[config.mk]
export PLATFORM = sky130hd
export DESIGN_NAME = text_fetch_unit
export DESIGN_NICKNAME = d
export VERILOG_FILES = /design/src/rtl/text_fetch_unit.sv
export SDC_FILE = /design/constraint.sdc
export NUM_CORES = 1
export LEC_CHECK = 0
export ABC_AREA = 1
export CAP_MARGIN = 20
export CELL_PAD_IN_SITES_DETAIL_PLACEMENT = 0
export CELL_PAD_IN_SITES_GLOBAL_PLACEMENT = 1
export CORE_ASPECT_RATIO = 1.25
export CORE_UTILIZATION = 42
export DETAILED_ROUTE_END_ITERATION = 10
export HOLD_SLACK_MARGIN = 0.1
export PLACE_DENSITY_LB_ADDON = 0.1
export RECOVER_POWER = 25
export SLEW_MARGIN = 20
export SYNTH_ARGS = -nofsm -noshare
export SYNTH_HDL_FRONTEND = slang
export SYNTH_SLANG_ARGS = --single-unit
[constraint.sdc]
create_clock -name clock -period 9.2 [get_ports clock]
set_input_delay 2.76 -clock clock [delete_from_list [all_inputs] [get_ports clock]]
set_output_delay 2.76 -clock clock [all_outputs]
set_load 0.02 [all_outputs]
[src/rtl/text_fetch_unit.sv]
// Instruction-fetch front end: range/alignment check, fixed-latency text memory pipeline,
// and an in-order response FIFO whose credit limit equals the number of in-flight slots.
module text_fetch_unit #(
    parameter int                    ADDR_WIDTH     = 32,
    parameter int                    DATA_WIDTH     = 32,
    parameter int                    MEM_ADDR_WIDTH = 14,
    parameter int                    MEM_LATENCY    = 1,
    parameter logic [ADDR_WIDTH-1:0] TEXT_BEGIN     = 32'h00400000,
    parameter logic [ADDR_WIDTH-1:0] TEXT_END       = 32'h0040FFFC,
    parameter logic [DATA_WIDTH-1:0] FAULT_DATA     = 32'h00000001
) (
    input  logic                      clock,
    input  logic                      reset_n,
    input  logic                      flush,
    input  logic                      req_valid,
    output logic                      req_ready,
    input  logic [ADDR_WIDTH-1:0]     req_address,
    output logic                      mem_read_enable,
    output logic [MEM_ADDR_WIDTH-1:0] mem_address,
    input  logic [DATA_WIDTH-1:0]     mem_q,
    output logic                      resp_valid,
    input  logic                      resp_ready,
    output logic [DATA_WIDTH-1:0]     resp_data,
    output logic [ADDR_WIDTH-1:0]     resp_address,
    output logic                      resp_fault,
    output logic                      resp_misaligned
);

    localparam int             DEPTH     = MEM_LATENCY + 1;
    localparam int             PW        = $clog2(DEPTH);
    localparam int             CW        = $clog2(DEPTH + 1);
    localparam logic [PW-1:0]  LAST_PTR  = PW'(DEPTH - 1);
    localparam logic [PW-1:0]  ONE_PTR   = PW'(1);
    localparam logic [CW-1:0]  DEPTH_CNT = CW'(DEPTH);
    localparam logic [CW-1:0]  ONE_CNT   = CW'(1);

    logic                  w_misaligned;
    logic                  w_out_of_range;
    logic                  w_fault;
    logic                  w_accept;
    logic                  w_push;
    logic                  w_pop;
    logic [CW-1:0]         w_outstanding;

    logic [MEM_LATENCY-1:0]                 r_vld_pipe;
    logic [MEM_LATENCY-1:0][ADDR_WIDTH-1:0] r_addr_pipe;
    logic [MEM_LATENCY-1:0]                 r_flt_pipe;
    logic [MEM_LATENCY-1:0]                 r_mis_pipe;

    logic [DATA_WIDTH-1:0] r_fifo_data [DEPTH];
    logic [ADDR_WIDTH-1:0] r_fifo_addr [DEPTH];
    logic                  r_fifo_flt  [DEPTH];
    logic                  r_fifo_mis  [DEPTH];
    logic [PW-1:0]         r_wr_ptr;
    logic [PW-1:0]         r_rd_ptr;
    logic [CW-1:0]         r_count;

    function automatic logic [PW-1:0] f_next(input logic [PW-1:0] p);
        return (p == LAST_PTR) ? '0 : p + ONE_PTR;
    endfunction

    // Request-side checks; faulting fetches ride the pipeline but never strobe memory
    assign w_misaligned    = (req_address[1:0] != 2'b00);
    assign w_out_of_range  = (req_address < TEXT_BEGIN) || (req_address > TEXT_END);
    assign w_fault         = w_misaligned || w_out_of_range;

    assign mem_address     = req_address[MEM_ADDR_WIDTH+1:2];
    assign w_accept        = req_valid && req_ready;
    assign mem_read_enable = w_accept && !w_fault;

    // A response leaving this cycle frees its credit, which sustains one fetch per cycle
    always_comb begin
        w_outstanding = r_count;
        for (int i = 0; i < MEM_LATENCY; i++) begin
            w_outstanding = w_outstanding + {{(CW-1){1'b0}}, r_vld_pipe[i]};
        end
        if (w_pop) begin
            w_outstanding = w_outstanding - ONE_CNT;
        end
    end

    assign req_ready = reset_n && !flush && (w_outstanding < DEPTH_CNT);

    always_ff @(posedge clock or negedge reset_n) begin
        if (!reset_n) begin
            r_vld_pipe <= '0;
        end else if (flush) begin
            r_vld_pipe <= '0;
        end else begin
            r_vld_pipe[0] <= w_accept;
            for (int i = 1; i < MEM_LATENCY; i++) begin
                r_vld_pipe[i] <= r_vld_pipe[i-1];
            end
        end
    end

    always_ff @(posedge clock) begin
        r_addr_pipe[0] <= req_address;
        r_flt_pipe[0]  <= w_fault;
        r_mis_pipe[0]  <= w_misaligned;
        for (int i = 1; i < MEM_LATENCY; i++) begin
            r_addr_pipe[i] <= r_addr_pipe[i-1];
            r_flt_pipe[i]  <= r_flt_pipe[i-1];
            r_mis_pipe[i]  <= r_mis_pipe[i-1];
        end
    end

    // Last pipeline stage lines up with mem_q; the credit limit keeps the FIFO from overflowing
    assign w_push = r_vld_pipe[MEM_LATENCY-1];
    assign w_pop  = resp_valid && resp_ready;

    always_ff @(posedge clock) begin
        if (w_push) begin
            r_fifo_data[r_wr_ptr] <= r_flt_pipe[MEM_LATENCY-1] ? FAULT_DATA : mem_q;
            r_fifo_addr[r_wr_ptr] <= r_addr_pipe[MEM_LATENCY-1];
            r_fifo_flt[r_wr_ptr]  <= r_flt_pipe[MEM_LATENCY-1];
            r_fifo_mis[r_wr_ptr]  <= r_mis_pipe[MEM_LATENCY-1];
        end
    end

    always_ff @(posedge clock or negedge reset_n) begin
        if (!reset_n) begin
            r_wr_ptr <= '0;
            r_rd_ptr <= '0;
            r_count  <= '0;
        end else if (flush) begin
            r_wr_ptr <= '0;
            r_rd_ptr <= '0;
            r_count  <= '0;
        end else begin
            if (w_push) begin
                r_wr_ptr <= f_next(r_wr_ptr);
            end
            if (w_pop) begin
                r_rd_ptr <= f_next(r_rd_ptr);
            end
            unique case ({w_push, w_pop})
                2'b10:   r_count <= r_count + ONE_CNT;
                2'b01:   r_count <= r_count - ONE_CNT;
                default: r_count <= r_count;
            endcase
        end
    end

    // Outputs read as zero whenever the FIFO is empty, including straight out of reset
    assign resp_valid      = (r_count != '0);
    assign resp_data       = resp_valid ? r_fifo_data[r_rd_ptr] : '0;
    assign resp_address    = resp_valid ? r_fifo_addr[r_rd_ptr] : '0;
    assign resp_fault      = resp_valid && r_fifo_flt[r_rd_ptr];
    assign resp_misaligned = resp_valid && r_fifo_mis[r_rd_ptr];

endmodule

# After elaboration in Yosys (flattened, before gate mapping)
# Memory sizes are Yosys's and may differ from the RTL's.
# Cells that the tools add are included.
[word_totals]
reg_bits = 39
ramBits = 132
input_bits = 69
out_inout_bits = 83
elab_cells = 53
memories = 4
[mem_list]
columns = ["memory", "depth", "word_bits", "read_ports", "rd_ports_with_merged_regs", "wr", "line_no", "source"]
rows = [
  ["r_fifo_addr", 2, 32, 1, 0, 1, "51", "logic [ADDR_WIDTH-1:0] r_fifo_addr [DEPTH];"],
  ["r_fifo_data", 2, 32, 1, 0, 1, "50", "logic [DATA_WIDTH-1:0] r_fifo_data [DEPTH];"],
  ["r_fifo_flt", 2, 1, 1, 0, 1, "52", "logic r_fifo_flt [DEPTH];"],
  ["r_fifo_mis", 2, 1, 1, 0, 1, "53", "logic r_fifo_mis [DEPTH];"],
]
[op_classes]
addsub = 6
n_lt_le_gt_ge = 3
eq_ne = 2
mux = 15
n_reduce_logical = 16
[op_table]
columns = ["op", "count"]
rows = [
  ["2-to-1 mux 32 bit", 3],
  ["greater-than comparator 32 x 23 -> 1 bit, second input constant", 1],
  ["less-than comparator 32 x 23 -> 1 bit, second input constant", 1],
  ["2-to-1 mux 1 bit", 9],
  ["nonzero test 2 bit", 4],
  ["logical AND 1 bit", 7],
  ["2-to-1 mux 2 bit", 2],
  ["case mux 2 bit (2 select lines)", 1],
  ["subtractor 2 x 1 -> 2 bit, second input constant", 2],
  ["nonzero test 3 bit", 1],
  ["adder 1 bit, second input constant", 2],
  ["adder 2 x 1 -> 2 bit", 1],
  ["adder 2 x 1 -> 2 bit, second input constant", 1],
  ["equality test 2 x 1 -> 1 bit, second input constant", 1],
  ["equality test 2 bit, second input constant", 1],
  ["zero test 1 bit", 2],
  ["logical OR 1 bit", 2],
  ["less-than comparator 2 bit, second input constant", 1],
]

# Longest topological paths before layout
[depth]
word_depth = 7
depth_mapped = 9
depth_no_buf = 9

# Worst setup path before layout
# OpenSTA, ideal clock, no wires.
[synth_timing]
kind = "input-to-output"
startpoint = "in resp_ready"
endpoint = "out req_ready"
arrival_ns = 3.350
required_ns = 6.440
setup_slack_ns = 3.090
path_stages = 4
n_path_buf = 0
cell_sequence = "inv_1 nor2_4 nand3_1 a21oi_1"
[synth_via]
elab_chain_len = 4
[synth_lines]
columns = ["item", "line_no", "source"]
rows = [
  ["start, declared", "22", "input logic resp_ready,"],
  ["logical AND 1 bit", "110", "assign w_pop = resp_valid && resp_ready;"],
  ["2-to-1 mux 2 bit", "77", "if (w_pop) begin"],
  ["less-than comparator 2 bit", "82", "assign req_ready = reset_n && !flush && (w_outstanding < DEPTH_CNT);"],
  ["logical AND 1 bit", "82", ""],
  ["end, declared", "16", "output logic req_ready,"],
]
# No other way between the ends.

# Worst setup path in the final report
[layout_timing]
startpoint = "in req_address[1]"
endpoint = "out mem_read_enable"
[layout_via]
elab_chain_len = 5
elab_cells_between_ends = 7
classes_between = "2 x order compare; 5 x reduce/logical"
[layout_lines]
columns = ["item", "line_no", "source"]
rows = [
  ["start, declared", "17", "input logic [ADDR_WIDTH-1:0] req_address,"],
  ["less-than comparator 32 x 23 -> 1 bit or greater-than comparator 32 x 23 -> 1 bit (tied branches)", "64", "assign w_out_of_range = (req_address < TEXT_BEGIN) || (req_address > TEXT_END);"],
  ["logical OR 1 bit", "64", ""],
  ["logical OR 1 bit (*)", "65", "assign w_fault = w_misaligned || w_out_of_range;"],
  ["net w_fault", "39", "logic w_fault;"],
  ["zero test 1 bit (*)", "69", "assign mem_read_enable = w_accept && !w_fault;"],
  ["logical AND 1 bit (*)", "69", ""],
  ["end, declared", "18", "output logic mem_read_enable,"],
]
# Mark *: on every way through the listed nets, which the timed path passes. The rest lies on a longest branch.

==> run metrics <==
sequential area share after synthesis=0.7287; number of distinct library cells after synthesis=24; total number of vias=4184; Post-CTS Hold Buffers=0; Synthesis Warnings=0; worst setup margin=1.944 ns; status=complete, but fails checks; WP data arrival=4.50 ns; max cap viols=2; # nets final=742; Final Hold Viols=0; worst-path fanout max=2; Flop pwr share=0.470; CP Capture Type=output pin; Clock Skews=0.008738 ns; WP buf/inv=2; Worst-path clk slew=0.06 ns; final number of setup-violating endpoints=0; largest family of logic cells by synthesized area=simple AND/OR/NAND/NOR gates; pwr/cell area=209.3 nW/um2; layout cells sized above 1=0.1328; Die H=141.6 um; CP peak stage delay=0.61 ns; Port Buffers=151; measured slew at the worst slew-check pin=2.755 ns; largest net degree at the start of global routing=67; post-synthesis mux area share=0; Filler cells=1266; most frequent cells in the layout=clkdlybuf4s50_1, nand2_1, edfxtp_1; pre-CTS WS=1.841 ns; Ports=152; Post-CTS Resized=0; DP Wirelength=8.201 mm; DR DRC count=0; Post-Syn Area=6545 um2; GRT Total Usage=0.1773; Wirelength per Cell=15.23 um; Combinational Power Share=0.133; final instance area=8742 um2; H-tree depth=4; CTS tree=done; cell internal pwr=1380 uW; syn_area_per_cell=12.28 um2; Slew HR=-0.8437; most common cell after layout, fill and taps aside=clkdlybuf4s50_1; core area=15080 um2; hold_ws=0.4290 ns; startpoint types=input pin; Synth-to-Final Area Change=33.57%; Setup Fix Bufs, Post-CTS=0; 1st-iter DRT viols=175; Overall Power=1830 uW; vias in the first global route=4325; worst hold path type=reg -> reg; CTS Buf Count=17; Die Width=113.7 um; Final Max Slew Viols=66; Post-Syn Instances=533; maximum VDD drop=0.1182 mV; starting density of the core=0.4341; Net Sw Frac=0.2457; register bit total from synthesis=171; GRT overflow=0; clock buffer depth=2; syn_nets=603; fin crit share=0.7887; Pre-Repair DR Iteration Count=4; ANT nets after route=0; Root Driver=clkbuf_16; Std-Cell Rows=50; Synth Area in Adders=0.001912; switching pwr=449.6 uW; CTS Sinks=171; Worst path top cell family by delay=buffers and inverters; antenna cells=0; Period minus WS final=7.256 ns; Clock power frac=0.397; critical path data required time=6.44 ns; RSZ-0062 raised after global routing=false; xor/xnor cell area share of the yosys netlist=0; first-pass GRT wire length=21.42 mm; Post-DP Area=8119 um2; clock latency on the worst-skew pair=0.42 ns; Leak=0.003206 uW; CP Cell Sequence=clkdlybuf4s50_1, nor2_1, o21ai_0, nor2_1, nand3_1, nor2_2, clkdlybuf4s50_1; failing checks=max-capacitance violations, max-slew violations; CP Class=in -> out; slowest cell on the critical path=clkdlybuf4s50_1; die area=16090 um2; Post-Route WL=13.60 mm; initial antenna violation count=0; complex-gate fraction of the synthesized area=0.07857; routability congestion estimate=0.7590; Via-to-Cell Ratio=4.685; simple-gate share of the synthesized area=0.1271; setup TNS=0 ns; Max Freq=137.8 MHz
## cells in the mapped netlist, drive strengths merged
library cell,count,area (um2)
clkinv,1,3.750
ha,1,12.51
clkbuf,8,30.03
a21oi,69,499.2
nand3,5,30.03
or2,1,6.260
nor2,45,186.4
inv,43,161.4
dfxtp,34,680.7
buf,30,221.5
nand2,152,585.6
edfxtp,132,3964
nand4,3,18.77
dfrtp,5,125.1
nor3,1,5.000
o21ai,3,15.01
## kinds of logic (layout without fill, tap and decap cells)
| group | after synthesis | in the layout |
|---|---|---|
| AO/OA/AOI/OAI | 72 | 72 |
| AND/OR/NAND/NOR | 207 | 207 |
| adder cells (fa/ha/maj) | 1 | 1 |
| buffers and inverters | 82 | 234 |
| flip-flops | 171 | 171 |
## stage by stage
stage / utilization / std cells
CTS: 0.5788 / 892
global route: 0.5798 / 893
floorplan: - / 533
global placement: 0.5385 / 860
finish: 0.5798 / 893
detailed placement: 0.5385 / 860
## cell type report
type                       instances  area, um2  area share
sequential                       171       4771      0.5457
multi-input combinational        280       1359      0.1554
clock buffer                      20      457.9     0.05238
clock inverter                    12      148.9     0.01703
tap                              208      260.3     0.02977
timing repair buffer             158       1580      0.1808
inverter                          44      165.2     0.01889
## power by group through the flow
stage                     combinational (uW)  clock (uW)  sequential [uW]
after CTS                                243         744              860
after floorplan                          136           0              875
after detailed placement                 242           0              877
final                                    244         726              860
after global routing                     262         773              862
after global placement                   241           0              875
## final timing paths
| path | end | slack, ns | cells after the start | startpoint |
|---|---|---|---|---|
| setup / recovery | mem_read_enable | 1.94 | 7 | req_address[1] |
| hold / removal | r_fifo_addr[0][12]$_DFFE_PP_ | 0.43 | 0 | r_addr_pipe[12]$_DFF_P_ |
| setup reg to reg | r_fifo_addr[0][13]$_DFFE_PP_ | 5.48 | 3 | r_vld_pipe$_DFF_PN0_ |
| hold reg to reg | r_fifo_addr[0][12]$_DFFE_PP_ | 0.43 | 0 | r_addr_pipe[12]$_DFF_P_ |
| max in group asynchronous | r_rd_ptr$_DFFE_PN0P_ | 6.39 | 1 | reset_n |
| min in group asynchronous | r_wr_ptr$_DFFE_PN0P_ | 2.58 | 1 | reset_n |
## registers in the layout (all words and copies together) (netlist names)
signal,flops
r_fifo_mis,2
r_mis_pipe,1
r_rd_ptr,1
r_addr_pipe,32
r_fifo_data,64
r_fifo_flt,2
r_flt_pipe,1
r_wr_ptr,1
r_count,2
r_fifo_addr,64
r_vld_pipe,1
## per-layer routing
layer | vias to the layer above | part of all wire | GRT usage
li1 | 2047 | - | -
met1 | 2011 | 0.41 | 0.2006
met2 | 116 | 0.53 | 0.3206
met3 | 10 | 0.051 | 0.04656
met4 | 0 | 0.010 | 0.06233
met5 | - | 0 | 0
Note: power is estimated with default switching activity, not from simulation.
